--- config.mk ---
export PLATFORM = sky130hd
export DESIGN_NAME = h6_mul_sequencer
export DESIGN_NICKNAME = d
export VERILOG_FILES = /design/src/rtl/h6_mul_sequencer_pkg.sv /design/src/rtl/h6_mul_sequencer_step_timer.sv /design/src/rtl/h6_mul_sequencer.sv
export SDC_FILE = /design/constraint.sdc
export NUM_CORES = 1
export LEC_CHECK = 0
export ABC_AREA = 1
export CAP_MARGIN = 30
export CORE_MARGIN = 5
export CORE_UTILIZATION = 35
export CTS_BUF_LIST = sky130_fd_sc_hd__clkbuf_4 sky130_fd_sc_hd__clkbuf_8
export DETAILED_ROUTE_END_ITERATION = 10
export HOLD_SLACK_MARGIN = 0.06
export PLACE_DENSITY_LB_ADDON = 0.05
export SYNTH_ARGS = -nofsm -noshare
export SYNTH_HDL_FRONTEND = slang
export SYNTH_SLANG_ARGS = --single-unit
--- constraint.sdc ---
create_clock -name CLK_50 -period 5.3 [get_ports CLK_50]
set_clock_uncertainty 0.15 [all_clocks]
set_input_delay 1.06 -clock CLK_50 [delete_from_list [all_inputs] [get_ports CLK_50]]
set_output_delay 1.06 -clock CLK_50 [all_outputs]
set_load 0.01 [all_outputs]
--- src/rtl/h6_mul_sequencer_pkg.sv ---
// Shared definitions for the H6 multiplier sequencer: data width and FSM state encoding.
`timescale 1ns/1ps
package h6_mul_sequencer_pkg;

    localparam int DATA_W = 16;

    // Nine states do not fit the 3-bit binary encoding, so one more bit is used
    typedef enum logic [3:0] {
        S_IDLE   = 4'd0,
        S_CLR    = 4'd1,
        S_LD_M   = 4'd2,
        S_LD_Q   = 4'd3,
        S_RUN    = 4'd4,
        S_SETTLE = 4'd5,
        S_OUT_A  = 4'd6,
        S_OUT_Q  = 4'd7,
        S_DONE   = 4'd8
    } seq_state_t;

    function automatic logic is_busy_state(input seq_state_t s);
        return s != S_IDLE;
    endfunction

endpackage

--- src/rtl/h6_mul_sequencer_step_timer.sv ---
// Step/gap down-counters for the RUN phase; the gap counter is reused for the SETTLE wait.
`timescale 1ns/1ps
module h6_step_timer
    import h6_mul_sequencer_pkg::*;
#(
    parameter int N_STEPS    = 16,
    parameter int STEP_GAP   = 1,
    parameter int SETTLE_CYC = 2
) (
    input  logic clk,
    input  logic rst,
    input  logic load,
    input  logic en,
    input  logic settle_en,
    output logic pulse,
    output logic last,
    output logic settle_last
);

    localparam int GAP_MAX = (STEP_GAP > SETTLE_CYC) ? STEP_GAP : SETTLE_CYC;
    localparam int GW      = $clog2(GAP_MAX + 1);
    localparam int SW      = (N_STEPS > 1) ? $clog2(N_STEPS) : 1;

    logic [SW-1:0] step_cnt;
    logic [GW-1:0] gap_cnt;
    logic          period_end;

    // gap_cnt==0 marks a pulse cycle; a step period ends on its last gap cycle
    always_comb begin
        if (gap_cnt == '0) begin
            period_end = (STEP_GAP == 0);
        end else begin
            period_end = (gap_cnt == GW'(1));
        end
    end

    assign last        = en && period_end && (step_cnt == '0);
    assign pulse       = load || (en && period_end && !last);
    assign settle_last = settle_en && (gap_cnt == '0);

    always_ff @(posedge clk or posedge rst) begin
        if (rst) begin
            step_cnt <= '0;
            gap_cnt  <= '0;
        end else if (load) begin
            step_cnt <= SW'(N_STEPS - 1);
            gap_cnt  <= '0;
        end else if (en) begin
            if (last) begin
                step_cnt <= '0;
                gap_cnt  <= GW'(SETTLE_CYC - 1);
            end else if (period_end) begin
                step_cnt <= step_cnt - SW'(1);
                gap_cnt  <= '0;
            end else if (gap_cnt == '0) begin
                gap_cnt <= GW'(STEP_GAP);
            end else begin
                gap_cnt <= gap_cnt - GW'(1);
            end
        end else if (settle_en && (gap_cnt != '0)) begin
            gap_cnt <= gap_cnt - GW'(1);
        end
    end

endmodule

--- src/rtl/h6_mul_sequencer.sv ---
// Upstream sequencer for the H6 multiplier: loads operands, steps it, then gates A/Q onto the S-bus.
// Optional feature: define H6_SEQ_ABORT_EN to add the abort input.
`timescale 1ns/1ps
module h6_mul_sequencer
    import h6_mul_sequencer_pkg::*;
#(
    parameter int N_STEPS    = 16,
    parameter int STEP_GAP   = 1,
    parameter int SETTLE_CYC = 2
) (
    input  logic              CLK_50,
    input  logic              Rst,
    input  logic              start,
    input  logic [DATA_W-1:0] op_a,
    input  logic [DATA_W-1:0] op_b,
    input  logic              bus_gnt,
`ifdef H6_SEQ_ABORT_EN
    input  logic              abort,
`endif
    output logic [DATA_W-1:0] h6_data,
    output logic              h6_clr,
    output logic              h6_ld_m,
    output logic              h6_ld_q,
    output logic              h6_step,
    output logic              ALS_H6_a,
    output logic              ALS_H6_q,
    output logic              busy,
    output logic              done
);

    seq_state_t        state;
    seq_state_t        next_state;
    logic [DATA_W-1:0] op_a_q;
    logic [DATA_W-1:0] op_b_q;
    logic              abort_req;
    logic              tmr_pulse;
    logic              tmr_last;
    logic              tmr_settle_last;

    logic [DATA_W-1:0] data_n;
    logic              clr_n;
    logic              ld_m_n;
    logic              ld_q_n;
    logic              step_n;
    logic              als_a_n;
    logic              als_q_n;
    logic              busy_n;
    logic              done_n;

`ifdef H6_SEQ_ABORT_EN
    assign abort_req = abort;
`else
    assign abort_req = 1'b0;
`endif

    h6_step_timer #(
        .N_STEPS    (N_STEPS),
        .STEP_GAP   (STEP_GAP),
        .SETTLE_CYC (SETTLE_CYC)
    ) u_timer (
        .clk         (CLK_50),
        .rst         (Rst),
        .load        (state == S_LD_Q),
        .en          (state == S_RUN),
        .settle_en   (state == S_SETTLE),
        .pulse       (tmr_pulse),
        .last        (tmr_last),
        .settle_last (tmr_settle_last)
    );

    always_ff @(posedge CLK_50 or posedge Rst) begin
        if (Rst) begin
            state <= S_IDLE;
        end else begin
            state <= next_state;
        end
    end

    always_comb begin
        next_state = state;
        unique case (state)
            S_IDLE:   if (start) next_state = S_CLR;
            S_CLR:    next_state = S_LD_M;
            S_LD_M:   next_state = S_LD_Q;
            S_LD_Q:   next_state = S_RUN;
            S_RUN:    if (tmr_last) next_state = S_SETTLE;
            S_SETTLE: if (tmr_settle_last) next_state = S_OUT_A;
            S_OUT_A:  if (bus_gnt) next_state = S_OUT_Q;
            S_OUT_Q:  if (bus_gnt) next_state = S_DONE;
            S_DONE:   next_state = S_IDLE;
            default:  next_state = S_IDLE;
        endcase
        if (abort_req && (state != S_IDLE)) begin
            next_state = S_IDLE;
        end
    end

    // Outputs are decoded from next_state and registered, so each strobe lines up with its state
    always_comb begin
        data_n  = '0;
        clr_n   = (next_state == S_CLR);
        ld_m_n  = (next_state == S_LD_M);
        ld_q_n  = (next_state == S_LD_Q);
        step_n  = (next_state == S_RUN) && tmr_pulse;
        als_a_n = (next_state == S_OUT_A);
        als_q_n = (next_state == S_OUT_Q);
        busy_n  = is_busy_state(next_state);
        done_n  = (next_state == S_DONE);
        if (next_state == S_LD_M) begin
            data_n = op_a_q;
        end else if (next_state == S_LD_Q) begin
            data_n = op_b_q;
        end
    end

    always_ff @(posedge CLK_50 or posedge Rst) begin
        if (Rst) begin
            op_a_q <= '0;
            op_b_q <= '0;
        end else if ((state == S_IDLE) && start) begin
            op_a_q <= op_a;
            op_b_q <= op_b;
        end
    end

    always_ff @(posedge CLK_50 or posedge Rst) begin
        if (Rst) begin
            h6_data  <= '0;
            h6_clr   <= 1'b0;
            h6_ld_m  <= 1'b0;
            h6_ld_q  <= 1'b0;
            h6_step  <= 1'b0;
            ALS_H6_a <= 1'b0;
            ALS_H6_q <= 1'b0;
            busy     <= 1'b0;
            done     <= 1'b0;
        end else begin
            h6_data  <= data_n;
            h6_clr   <= clr_n;
            h6_ld_m  <= ld_m_n;
            h6_ld_q  <= ld_q_n;
            h6_step  <= step_n;
            ALS_H6_a <= als_a_n;
            ALS_H6_q <= als_q_n;
            busy     <= busy_n;
            done     <= done_n;
        end
    end

endmodule

# Word level (Yosys, flattened, before mapping)

Index checks and enable logic that the tools add are counted.

Input bits: 36
Word-level logic and storage cells: 68
Register bits after elaboration: 66
Output and inout bits: 24

$add $sub $neg: 2
Reductions and logical operators: 18
Multiplexer cells: 19
Equal/unequal tests: 15

Operators by type and width:

| operator              | count |
|---|---|
| $mux W4               | 9 |
| $mux W16              | 2 |
| $pmux W4 S8           | 1 |
| $eq A4 B3 Y1 const B  | 7 |
| $eq A4 B2 Y1 const B  | 4 |
| $mux W2               | 6 |
| $eq A4 B1 Y1 const B  | 2 |
| $logic_not A4 Y1      | 2 |
| $logic_and A1 B1 Y1   | 7 |
| $reduce_bool A3 Y1    | 2 |
| $eq A4 B4 Y1 const B  | 1 |
| $reduce_bool A2 Y1    | 2 |
| $reduce_bool A4 Y1    | 1 |
| $sub A4 B1 Y4 const B | 1 |
| $eq A2 B1 Y1 const B  | 1 |
| $logic_not A2 Y1      | 1 |
| $reduce_and A2 Y1     | 1 |
| $sub A2 B1 Y2 const B | 1 |
| $logic_not A1 Y1      | 1 |
| $logic_or A1 B1 Y1    | 1 |
| $mux W1               | 1 |

# Logic depth before layout (Yosys ltp)

Depth after elaboration: 9
Depth in mapped cells: 8
Gate-level depth less buffers: 8

# Cells and area by module

A second synthesis with hierarchy kept.

Cells, all modules: 306
Area, all modules: 2,788.9 sq um

Modules (own cells, without submodules):

| module           | area an instance (sq um) | seq. area each (sq um) | times used | cells an instance |
|---|---|---|---|---|
| h6_mul_sequencer | 2,359.8                  | 1,501.4                | 1          | 248 |
| h6_step_timer    | 429.2                    | 150.1                  | 1          | 58 |

# Worst setup path after synthesis

No wires, ideal clock.

Path type: input port to flip-flop
From: input port bus_gnt
To: register busy
Stages on the path: 5
Required time: 5.023 ns
Slack: 3.534 ns
Path buffers: 0
Library setup time: 0.127 ns
Arrival time: 1.489 ns
Path through: inv_1 nand3_1 nand3_1 nor2_1 nand3b_1

Longest elaborated chain between the ends: 3
Elaborated cells between the ends (all ways): 4
Those cells by class: 3 x mux; 1 x reduce/logical

RTL lines:

| item                       | RTL line                                       | text |
|---|---|---|
| start, declared            | h6_mul_sequencer.sv:16                         | `input logic bus_gnt,` |
| $mux W4 (on tied branches) | h6_mul_sequencer.sv:89, h6_mul_sequencer.sv:88 |  |
| $pmux W4 S8 *              | h6_mul_sequencer.sv:81                         | `unique case (state)` |
| $reduce_bool A4 Y1 *       | h6_mul_sequencer_pkg.sv:21                     | `return s != S_IDLE;` |
| net busy_n                 | h6_mul_sequencer.sv:47                         | `logic busy_n;` |
| end signal, assigned       | h6_mul_sequencer.sv:145                        | `busy <= busy_n;` |
| end, declared              | h6_mul_sequencer.sv:27                         | `output logic busy,` |

The timed path passes the listed nets; every way through them passes the cells marked *.
A chain may end at the register's enable or synchronous reset.

# Worst setup path in the final report

From: input port start
To: register busy

Longest elaborated chain between the ends: 3

RTL lines:

| item               | RTL line                   | text |
|---|---|---|
| start, declared    | h6_mul_sequencer.sv:13     | `input logic start,` |
| $mux W4            | h6_mul_sequencer.sv:82     | `S_IDLE: if (start) next_state = S_CLR;` |
| $pmux W4 S8        | h6_mul_sequencer.sv:81     |  |
| $reduce_bool A4 Y1 | h6_mul_sequencer_pkg.sv:21 |  |
| net busy_n         | h6_mul_sequencer.sv:47     |  |

The timed path passes the listed nets, and every way through them passes these cells.

==> metrics.md <==
| Metric | Value |
|---|---|
| Hold endpoint | `op_a_q[0]$_DFFE_PP0P_` |
| IO Pins | `60` |
| Hold Path Class | `reg -> reg` |
| R2R depth | `7` |
| Post-Syn Instances | `~300` |
| # diodes | `0` |
| Full die area | `approximately 9900 µm²` |
| Power Dens Cells | `~560 nW/µm²` |
| Final WS setup | `2.73 ns` |
| Crit path launch | `start` |
| Vias in the first global route | `about 2,200` |
| Ys async rst share | `between 90% and 100%` |
| Combinational power share | `34.6%` |
| Largest net degree at the start of global routing | `between 40 and 50` |
| Clock transition at the registers of the reported paths | `approximately 0.070 ns` |
| Setup violations, final | `0` |
| Count leader, synth | `nand2_1` |
| Cell variety after synth | `30` |
| Area growth syn-to-layout | `33.3%` |
| DRT Pass-1 Iters | `4` |
| Routed len/inst | `approximately 13 µm` |
| Vias per inst | `around 4.5` |
| Ys flop type | `dfrtp_1` |
| Maximum VDD drop | `0.000280 V` |
| Starting DRT DRC Count | `between 80 and 90` |
| RR Startpoint | `state[1]$_DFF_PP0_` |
| Largest area contributor in the synthesized netlist | `dfrtp_1` |
| P_leak | `1.86 nW` |
| Worst path required time | `5.42 ns` |
| Row cnt | `32` |
| Min-Delay Startpoint | `op_a_q[0]$_DFFE_PP0P_` |
| # DRC | `0` |
| Post-Synthesis Net Count | `348` |
| Worst-margin pin slew | `slightly above 0.8 ns` |
| # port buffers | `~60` |
| CTS Root Cell | `clkbuf_8` |
| Final nets | `between 400 and 500` |
| CTS Buffer Depth | `2` |
| Filler Cells Inserted | `757` |
| Initial Utilization | `~36%` |
| Pre-CTS WS | `roughly 2.3 ns` |
| DRT Wirelength | `a little over 6000 µm` |
| Antenna-violating nets left | `0` |
| Synth Area per Inst | `about 9 µm²` |
| Final worst-path cycle share | `48.5%` |
| Kind of critical path | `in -> reg` |
| Total congestion overflow | `0` |
| Cell-internal power | `about 0.0014 W` |
| Net switching share of the total power | `33.7%` |
| Overall global routing resource usage | `~14%` |
| Outcome | `finished clean` |
| Seq/Total Area, Yosys | `roughly three fifths` |
| Fin. max-slew vios | `0` |
| Clock Latency Late Sink | `roughly 0.34 ns` |
| Yosys warning count | `0` |
| Hold Path Cell Cnt | `2` |
| Max-cap violations | `0` |
| RSZ-0062 raised after global routing | `false` |
| Synth top cells by count | `nand2_1, dfrtp_1, inv_1` |
| Critical Path AT | `~2.7 ns` |
| Clk pwr share | `a little over a quarter` |
| Slew margin rel. | `between 40% and 50%` |
| Via count | `~2,100` |
| CP startpoint kind | `primary input` |
| Synth top area share | `58.9%` |
| HPWL Detailed | `4190 µm` |
| Initial antenna violation count | `0` |
| Hold-fix buffers at CTS | `0` |
| CTS tree | `built` |
| Post CTS Setup Buffer Count | `0` |
| Sw power | `between 0.0007 and 0.0008 W` |
| Layout cells sized above 1 | `between 8 and 9%` |
| CTS resizes | `0` |
| TNS Setup | `0 ns` |
| CP Capture Type | `register` |
| Inserted Clock Buffers | `9` |
| Sequential power share | `about two fifths` |
| Core Area | `about 7800 µm²` |
| Chip height | `99.5 µm` |
| Achievable frequency | `389 MHz` |
| Synthesized area | `2800 µm²` |
| First-pass GRT wire length | `between 10,000 and 15,000 µm` |
| Final GP Congestion | `roughly 0.84` |
| Die Width | `~100 µm` |
| R2r endpoint | `busy$_DFF_PP0_` |
| # clock sinks | `66` |
| Htree depth | `3` |
| EDFF count, synth | `0` |
| Top post-synthesis cells by area | `dfrtp_1, nand2_1, inv_1` |
| Synth Register Bits | `66` |
| Post-route minimum period | `2.57 ns` |
| CP Max Fanout | `21` |
| Worst R2R Setup Slack | `roughly 3.2 ns` |
| Final Hold Viols | `0` |
[flip-flops by register name, indices dropped and copies added, names as in the netlist]
signal / count
h6_step: 1
state: 4
u_timer.step_cnt: 4
ALS_H6_q: 1
ALS_H6_a: 1
op_b_q: 16
h6_ld_q: 1
done: 1
u_timer.gap_cnt: 2
busy: 1
h6_ld_m: 1
h6_clr: 1
op_a_q: 16
h6_data: 16
[metrics by stage]
stage          instance area (µm²)  cells  power [W]  util, %  hold slack (ns)
4_1_cts                       3740    476    0.00214     48.1            0.334
6_report                      3740    476    0.00211     48.1            0.332
5_1_grt                       3740    476    0.00228     48.1            0.350
2_1_floorplan                 2800    306    0.00130        -            0.299
3_5_place_dp                  3460    460    0.00156     44.6            0.316
3_3_place_gp                  3460    460    0.00156     44.6            0.313
[power groups by stage]
stage                     clock, W  sequential, W  combinational [W]
after floorplan                  0       0.000834           0.000464
after global placement           0       0.000816           0.000739
after detailed placement         0       0.000818           0.000740
after CTS                 0.000588       0.000810           0.000747
after global routing      0.000611       0.000835           0.000832
final                     0.000570       0.000810           0.000729
[cells by family (layout without fill, tap and decap cells)]
group	after synthesis	after routing	share of synthesized area (%)
simple gates	153	153	23.3
xor+xnor	1	1	0.312
flops	66	66	58.9
fa+ha+maj	6	6	2.68
compound gates	38	38	7.85
buf+inv	42	110	6.92
[final cells by class]
cell class	count	area [µm²]	area share (%)
Clock buffer	10	138	3.68
Sequential cell	66	1650	44.2
Multi-Input combinational cell	198	958	25.6
Timing Repair Buffer	60	598	16.0
Tap cell	102	128	3.41
Inverter	34	128	3.41
Clock inverter	6	136	3.65
[cell usage in the layout (no fill, tap or decap), types with 2 or more instances in the layout]
cell	Yosys	final
nor3_1	3	3
nor2_4	2	2
nand2_2	3	3
o21ai_0	18	18
bufinv_16	0	4
o211ai_1	2	2
nor2_2	2	2
nand2_1	111	111
clkdlybuf4s50_1	0	59
clkbuf_8	0	10
ha_1	6	6
dfrtp_1	66	66
o21ai_1	5	5
nand3_1	11	11
nor2_1	17	17
inv_1	30	29
a22o_1	5	5
a21oi_1	5	5
inv_2	3	4
[worst max-delay path by stage]
stage | endpoint | slack [ns] | depth (start not counted)
global placement | ALS_H6_a$_DFF_PP0_ | 2.36 | 6
floorplan | ALS_H6_a$_DFF_PP0_ | 2.44 | 1
detailed placement | ALS_H6_a$_DFF_PP0_ | 2.30 | 6
finish | busy$_DFF_PP0_ | 2.73 | 7
CTS | busy$_DFF_PP0_ | 2.64 | 7
global route | busy$_DFF_PP0_ | 2.50 | 7
[layer usage]
metal | track usage [%] | vias to the layer above | share of wire, %
met5 | 0 | - | 0
met4 | 5.99 | 0 | 1.4
met3 | 3.93 | 7 | 5.6
met2 | 20.9 | 58 | 46
met1 | 17.9 | 984 | 48
li1 | - | 1081 | -
[worst max-delay path, cell delays in order]
cell,delay (ns)
clkdlybuf4s50_1,0.49
nand3_1,0.60
nand2_1,0.28
inv_1,0.06
nand2_1,0.05
nor2_1,0.06
nand3b_1,0.08
(Power assumes the default switching activity.)
